[src/rtl/rv_decode_stage.sv]
// RV decode stage: register file, same-cycle WB bypass, load-use bubble and the ID/EX register.
// Define RV_DECODE_ILLEGAL_EN to flag unsupported opcodes and out-of-range register indices.
module rv_decode_stage #(
    parameter int XLEN      = 32,
    parameter int REG_COUNT = 32,
    parameter int PC_W      = 32
) (
    input  logic            clk,
    input  logic            rst,
    input  logic            if_id_valid,
    input  logic [31:0]     if_id_ir,
    input  logic [PC_W-1:0] if_id_pc,
    output logic            id_ready,
    input  logic            ex_ready,
    input  logic            flush,
    input  logic            wb_we,
    input  logic [4:0]      wb_rd,
    input  logic [XLEN-1:0] wb_data,
    output logic            id_ex_valid,
    output logic [31:0]     id_ex_ir,
    output logic [PC_W-1:0] id_ex_pc,
    output logic [4:0]      id_ex_rd,
    output logic [XLEN-1:0] id_ex_rs1_val,
    output logic [XLEN-1:0] id_ex_rs2_val,
    output logic [XLEN-1:0] id_ex_imm,
    output logic [2:0]      id_ex_funct3,
    output logic [6:0]      id_ex_funct7,
    output logic            id_ex_illegal
);
    localparam int AW = $clog2(REG_COUNT);

    localparam logic [6:0] OP_LUI    = 7'b0110111;
    localparam logic [6:0] OP_AUIPC  = 7'b0010111;
    localparam logic [6:0] OP_JAL    = 7'b1101111;
    localparam logic [6:0] OP_JALR   = 7'b1100111;
    localparam logic [6:0] OP_BRANCH = 7'b1100011;
    localparam logic [6:0] OP_LOAD   = 7'b0000011;
    localparam logic [6:0] OP_STORE  = 7'b0100011;
    localparam logic [6:0] OP_IMM    = 7'b0010011;
    localparam logic [6:0] OP_OP     = 7'b0110011;
    localparam logic [6:0] OP_MISC   = 7'b0001111;
    localparam logic [6:0] OP_SYSTEM = 7'b1110011;

    function automatic logic in_range(input logic [4:0] idx);
        return ({27'd0, idx} < 32'(REG_COUNT));
    endfunction

    logic [XLEN-1:0] rf_q [REG_COUNT];

    logic            valid_q, valid_d;
    logic [31:0]     ir_q, ir_d;
    logic [PC_W-1:0] pc_q, pc_d;
    logic [XLEN-1:0] rs1_q, rs1_d;
    logic [XLEN-1:0] rs2_q, rs2_d;
    logic [XLEN-1:0] imm_q, imm_d;

    logic [6:0]      opc;
    logic [4:0]      rs1_idx, rs2_idx, load_rd;
    logic            rs1_used, rs2_used;
    logic            hazard, adv;
    logic [XLEN-1:0] rs1_val, rs2_val;
    logic [31:0]     imm32;

    assign opc     = if_id_ir[6:0];
    assign rs1_idx = if_id_ir[19:15];
    assign rs2_idx = if_id_ir[24:20];
    assign load_rd = ir_q[11:7];

    always_comb begin
        rs1_used = !(opc inside {OP_LUI, OP_AUIPC, OP_JAL});
        rs2_used = opc inside {OP_OP, OP_STORE, OP_BRANCH};
    end

    assign hazard   = if_id_valid && valid_q && (ir_q[6:0] == OP_LOAD) && (load_rd != 5'd0)
                      && ((rs1_used && (rs1_idx == load_rd)) || (rs2_used && (rs2_idx == load_rd)));
    assign adv      = ex_ready || !valid_q;
    assign id_ready = adv && !hazard;

    // Write-back data is forwarded so a same-cycle write is visible to the reader.
    always_comb begin
        rs1_val = '0;
        rs2_val = '0;
        if (rs1_idx != 5'd0 && in_range(rs1_idx)) begin
            rs1_val = (wb_we && wb_rd == rs1_idx) ? wb_data : rf_q[rs1_idx[AW-1:0]];
        end
        if (rs2_idx != 5'd0 && in_range(rs2_idx)) begin
            rs2_val = (wb_we && wb_rd == rs2_idx) ? wb_data : rf_q[rs2_idx[AW-1:0]];
        end
    end

    always_comb begin
        imm32 = '0;
        case (opc)
            OP_LOAD, OP_IMM, OP_JALR, OP_MISC, OP_SYSTEM:
                imm32 = {{20{if_id_ir[31]}}, if_id_ir[31:20]};
            OP_STORE:
                imm32 = {{20{if_id_ir[31]}}, if_id_ir[31:25], if_id_ir[11:7]};
            OP_BRANCH:
                imm32 = {{20{if_id_ir[31]}}, if_id_ir[7], if_id_ir[30:25], if_id_ir[11:8], 1'b0};
            OP_LUI, OP_AUIPC:
                imm32 = {if_id_ir[31:12], 12'b0};
            OP_JAL:
                imm32 = {{12{if_id_ir[31]}}, if_id_ir[19:12], if_id_ir[20], if_id_ir[30:21], 1'b0};
            default:
                imm32 = '0;
        endcase
    end

    always_comb begin
        valid_d = valid_q;
        ir_d    = ir_q;
        pc_d    = pc_q;
        rs1_d   = rs1_q;
        rs2_d   = rs2_q;
        imm_d   = imm_q;
        if (adv) begin
            valid_d = if_id_valid && !flush && !hazard;
            if (valid_d) begin
                ir_d  = if_id_ir;
                pc_d  = if_id_pc;
                rs1_d = rs1_val;
                rs2_d = rs2_val;
                imm_d = XLEN'($signed(imm32));
            end
        end
    end

    always_ff @(posedge clk) begin
        if (rst) begin
            valid_q <= 1'b0;
            ir_q    <= '0;
            pc_q    <= '0;
            rs1_q   <= '0;
            rs2_q   <= '0;
            imm_q   <= '0;
            for (int i = 0; i < REG_COUNT; i++) begin
                rf_q[i] <= '0;
            end
        end else begin
            valid_q <= valid_d;
            ir_q    <= ir_d;
            pc_q    <= pc_d;
            rs1_q   <= rs1_d;
            rs2_q   <= rs2_d;
            imm_q   <= imm_d;
            if (wb_we && wb_rd != 5'd0 && in_range(wb_rd)) begin
                rf_q[wb_rd[AW-1:0]] <= wb_data;
            end
        end
    end

`ifdef RV_DECODE_ILLEGAL_EN
    logic illegal_q, illegal_dec, rd_used;

    always_comb begin
        rd_used     = !(opc inside {OP_STORE, OP_BRANCH});
        illegal_dec = !(opc inside {OP_LUI, OP_AUIPC, OP_JAL, OP_JALR, OP_BRANCH, OP_LOAD,
                                    OP_STORE, OP_IMM, OP_OP, OP_MISC, OP_SYSTEM})
                      || (if_id_ir[1:0] != 2'b11)
                      || (rd_used && !in_range(if_id_ir[11:7]))
                      || (rs1_used && !in_range(rs1_idx))
                      || (rs2_used && !in_range(rs2_idx));
    end

    always_ff @(posedge clk) begin
        if (rst) begin
            illegal_q <= 1'b0;
        end else if (adv) begin
            illegal_q <= valid_d && illegal_dec;
        end
    end

    assign id_ex_illegal = illegal_q;
`else
    assign id_ex_illegal = 1'b0;
`endif

    assign id_ex_valid   = valid_q;
    assign id_ex_ir      = ir_q;
    assign id_ex_pc      = pc_q;
    assign id_ex_rd      = ir_q[11:7];
    assign id_ex_rs1_val = rs1_q;
    assign id_ex_rs2_val = rs2_q;
    assign id_ex_imm     = imm_q;
    assign id_ex_funct3  = ir_q[14:12];
    assign id_ex_funct7  = ir_q[31:25];

endmodule

[config.mk]
export PLATFORM = sky130hd
export DESIGN_NAME = rv_decode_stage
export DESIGN_NICKNAME = d
export VERILOG_FILES = /design/src/rtl/rv_decode_stage.sv
export SDC_FILE = /design/constraint.sdc
export NUM_CORES = 2
export LEC_CHECK = 0
export ABC_CLOCK_PERIOD_IN_PS = 4500
export CAP_MARGIN = 20
export CORE_MARGIN = 2
export CORE_UTILIZATION = 44
export CTS_CLUSTER_SIZE = 20
export DETAILED_ROUTE_END_ITERATION = 16
export DONT_BUFFER_PORTS = 1
export GPL_TIMING_DRIVEN = 1
export PLACE_DENSITY_LB_ADDON = 0.2
export SLEW_MARGIN = 20
export SYNTH_ARGS = -nofsm -noshare
export SYNTH_HDL_FRONTEND = slang
export SYNTH_SLANG_ARGS = --single-unit
export TNS_END_PERCENT = 5
[constraint.sdc]
create_clock -name clk -period 4.5 [get_ports clk]
set_input_delay 0.9 -clock clk [delete_from_list [all_inputs] [get_ports clk]]
set_output_delay 0.9 -clock clk [all_outputs]
set_load 0.005 [all_outputs]
==> metrics <==
peak supply drop 0.318 mV; CTS root buf clkbuf_16; dpl cell area 62100 µm²; main combinational cell family by area after synthesis multiplexers; fin crit period 3.57 ns; Max-slew headroom 26.3%; total iterations of the first detailed-routing run 6; critical path required time 3.60 ns; first-pass GRT wire length 288000 µm; critical path startpoint category input port; Cell variety after synth 56; PD cells 394 nW/µm²; Final ANT Viol Nets 0; hold buffer count at CTS 0; drt wl/cell 35.3 µm; DRT iter0 DRCs 4866; fin. max-slew vios 0; FMAX 0.280 GHz; post-synthesis mux area share 21.3%; io pins 285; layout cell share with drive strength beyond 1 23.5%; via count 37500; grt ovf 0; Hold Slack 0.229 ns; CP Capture Type primary output; CTS max path bufs 3; Die ar. 141000 µm²; simple logic cell fraction of the synthesized area 13.6%; Post-layout nets 3994; sequential cell area fraction in the yosys report 56.1%; capturing point of the worst reg2reg path id_ex_rs2_val[5]; Final Setup Violations 0; hold crit path type in -> reg; complex-gate fraction of the synthesized area 5.21%; Die Y 375 µm; Area Overhead vs Synth 9.80%; GRT Total Usage 29.1%; vias in the first global route 37600; Slowest-stage cell, CP a2111oi_1; clock skew 0.0267 ns; synthesized cell area 60600 µm²; RSZ-0062 raised after global routing false; Adder-Cell Fraction of Synth Area 0%; Synth Area in XOR/XNOR 0.289%; Residual DRC 0; CORE AREA 137000 µm²; Post-CTS Resized 0; Reg2Reg Setup Slack 1.55 ns; Yosys warning count 0; Leak Pwr 0.0221 µW; CTS tree yes; WL final 205000 µm; initial antenna violation count 17; Final Wtd Congestion 0.892; FF-to-FF path depth 7; launching point of the worst reg2reg path id_ex_ir[10]; Initial Util 44.2%; pin slew with the least headroom to its limit 1.11 ns; Post-CTS Setup Bufs 0; worst-skew pair later-pin latency 0.79 ns; CTS HTree Levels 4; CP max stage delay 0.68 ns; largest net degree at the start of global routing 263; EDFF count, synth 1024; dpl cells 5543; cells after synthesis 4074; CTS Sinks 1185; crit path max fanout 262; Finished Cell Area 66500 µm²; Most used DFF post-synth edfxtp_1; hpwl dp 115000 µm; Crit path arrival time 2.67 ns; via/cell ratio 6.48; row count 136; Async S/R FF share, synth 0%; setup TNS 0 ns; Setup crit end id_ready; Yosys reg bits 1185; syn avg cell area 14.9 µm²; Final period util 79.3%; CTS clk-pin slew, worst paths 0.06 ns; crit-path cells xor2_1 > a2111oi_1 > o21a_2 > nor2_1; CP Launch Point if_id_ir[20]; final-report hold violation count 0; Crit Path Category in -> out; chip width 375 µm; Num CTS Buffers 135; Port-buffer cells 0; run status complete, no violations; Cell Count, Final, Fillers Out 5795; maxcap violations 0
## cell usage in the layout, fill, tap and decap left out, types with 36 or more instances in the layout
| master | n |
|---|---|
| nand4_1 | 64 |
| edfxtp_1 | 1024 |
| o21ai_0 | 129 |
| buf_4 | 77 |
| and2_1 | 995 |
| o2bb2ai_1 | 81 |
| clkbuf_16 | 141 |
| nand3_1 | 70 |
| dfxtp_1 | 161 |
| a21oi_1 | 89 |
| nand2b_1 | 60 |
| clkbuf_1 | 36 |
| a22oi_1 | 122 |
| mux4_2 | 564 |
## logic make-up after synthesis
group           count (synthesis)
buf+inv                       460
mux                           582
xor+xnor                       20
compound gates                479
simple gates                 1347
flops                        1185
other cells                     1
## where the power goes
part | switching [µW] | internal, µW | leakage [µW]
clock network | 4610 | 6470 | 0.00213
logic | 1130 | 1150 | 0.00890
registers | 340 | 12500 | 0.0111
## area by class of cell
type,count,area [µm²]
fill,11600,70600
sequential,1185,34000
multi-input combinational,2461,24900
clock buffer,187,3790
tap,1794,2240
timing repair buffer,100,1040
clock inverter,55,576
antenna,9,22.5
inverter,4,15.0
## through the flow
stage / power [µW] / utilization [%] / setup slack (ns)
floorplan: 14800 / - / 1.36
global placement: 15300 / 45.3 / 0.895
detailed placement: 15300 / 45.3 / 0.917
CTS: 26300 / 48.5 / 0.913
global route: 26900 / 48.5 / 0.730
finish: 26200 / 48.5 / 0.933
## cells in the mapped netlist, types with 4 or more instances
cell	count	area [µm²]
xnor2_1	11	96.3
or2_2	33	206
clkbuf_1	296	1110
mux4_2	564	12700
edfxtp_1	1024	30700
nand2_1	12	45.0
and2_1	995	6220
o22ai_1	21	131
buf_2	74	370
nor2_1	53	199
nor2b_1	9	56.3
buf_4	39	293
o21ai_0	129	646
dfxtp_1	161	3220
xor2_1	9	78.8
o2bb2ai_1	81	709
a22oi_1	122	916
nand2b_1	60	375
nand3b_1	6	45.0
inv_1	4	15.0
mux2i_1	16	160
buf_1	20	75.1
or3b_2	5	43.8
buf_6	27	304
a21oi_1	89	445
and3_1	7	43.8
or3_1	5	31.3
a22o_1	11	96.3
nand3_1	73	365
a21o_1	9	67.6
nor3_1	10	50.1
nand4_1	64	400
## flip-flops by register name, indices dropped and copies added (netlist names)
name and count:
id_ex_ir 32, id_ex_valid 1, id_ex_pc 32, id_ex_rs2_val 32, rf_q 1024, id_ex_rs1_val 32, id_ex_imm 32
## critical path: cells and delay by family
family,cells,cell delay (ns)
AO/OA/AOI/OAI,2,0.95
XOR/XNOR,1,0.34
AND/OR/NAND/NOR,1,0.11
## layer usage
| metal | share of wire [%] | GRT usage (%) |
|---|---|---|
| met3 | 11 | 8.29 |
| met1 | 38 | 38.0 |
| met5 | 0.016 | 0 |
| met2 | 46 | 45.2 |
| met4 | 4.7 | 13.3 |
## worst min path at each step
stage | from | endpoint | slack [ns] | cells after the start
after floorplan | id_ex_imm[0] | id_ex_imm[0] | 0.46 | 1
after global placement | id_ex_rs2_val[17] | id_ex_rs2_val[17] | 0.48 | 1
after detailed placement | id_ex_imm[1] | id_ex_imm[1] | 0.48 | 1
after CTS | rst | id_ex_ir[14] | 0.18 | 1
after global routing | rst | id_ex_ir[14] | 0.20 | 1
final | rst | id_ex_ir[14] | 0.23 | 1
(Power assumes the default switching activity.)
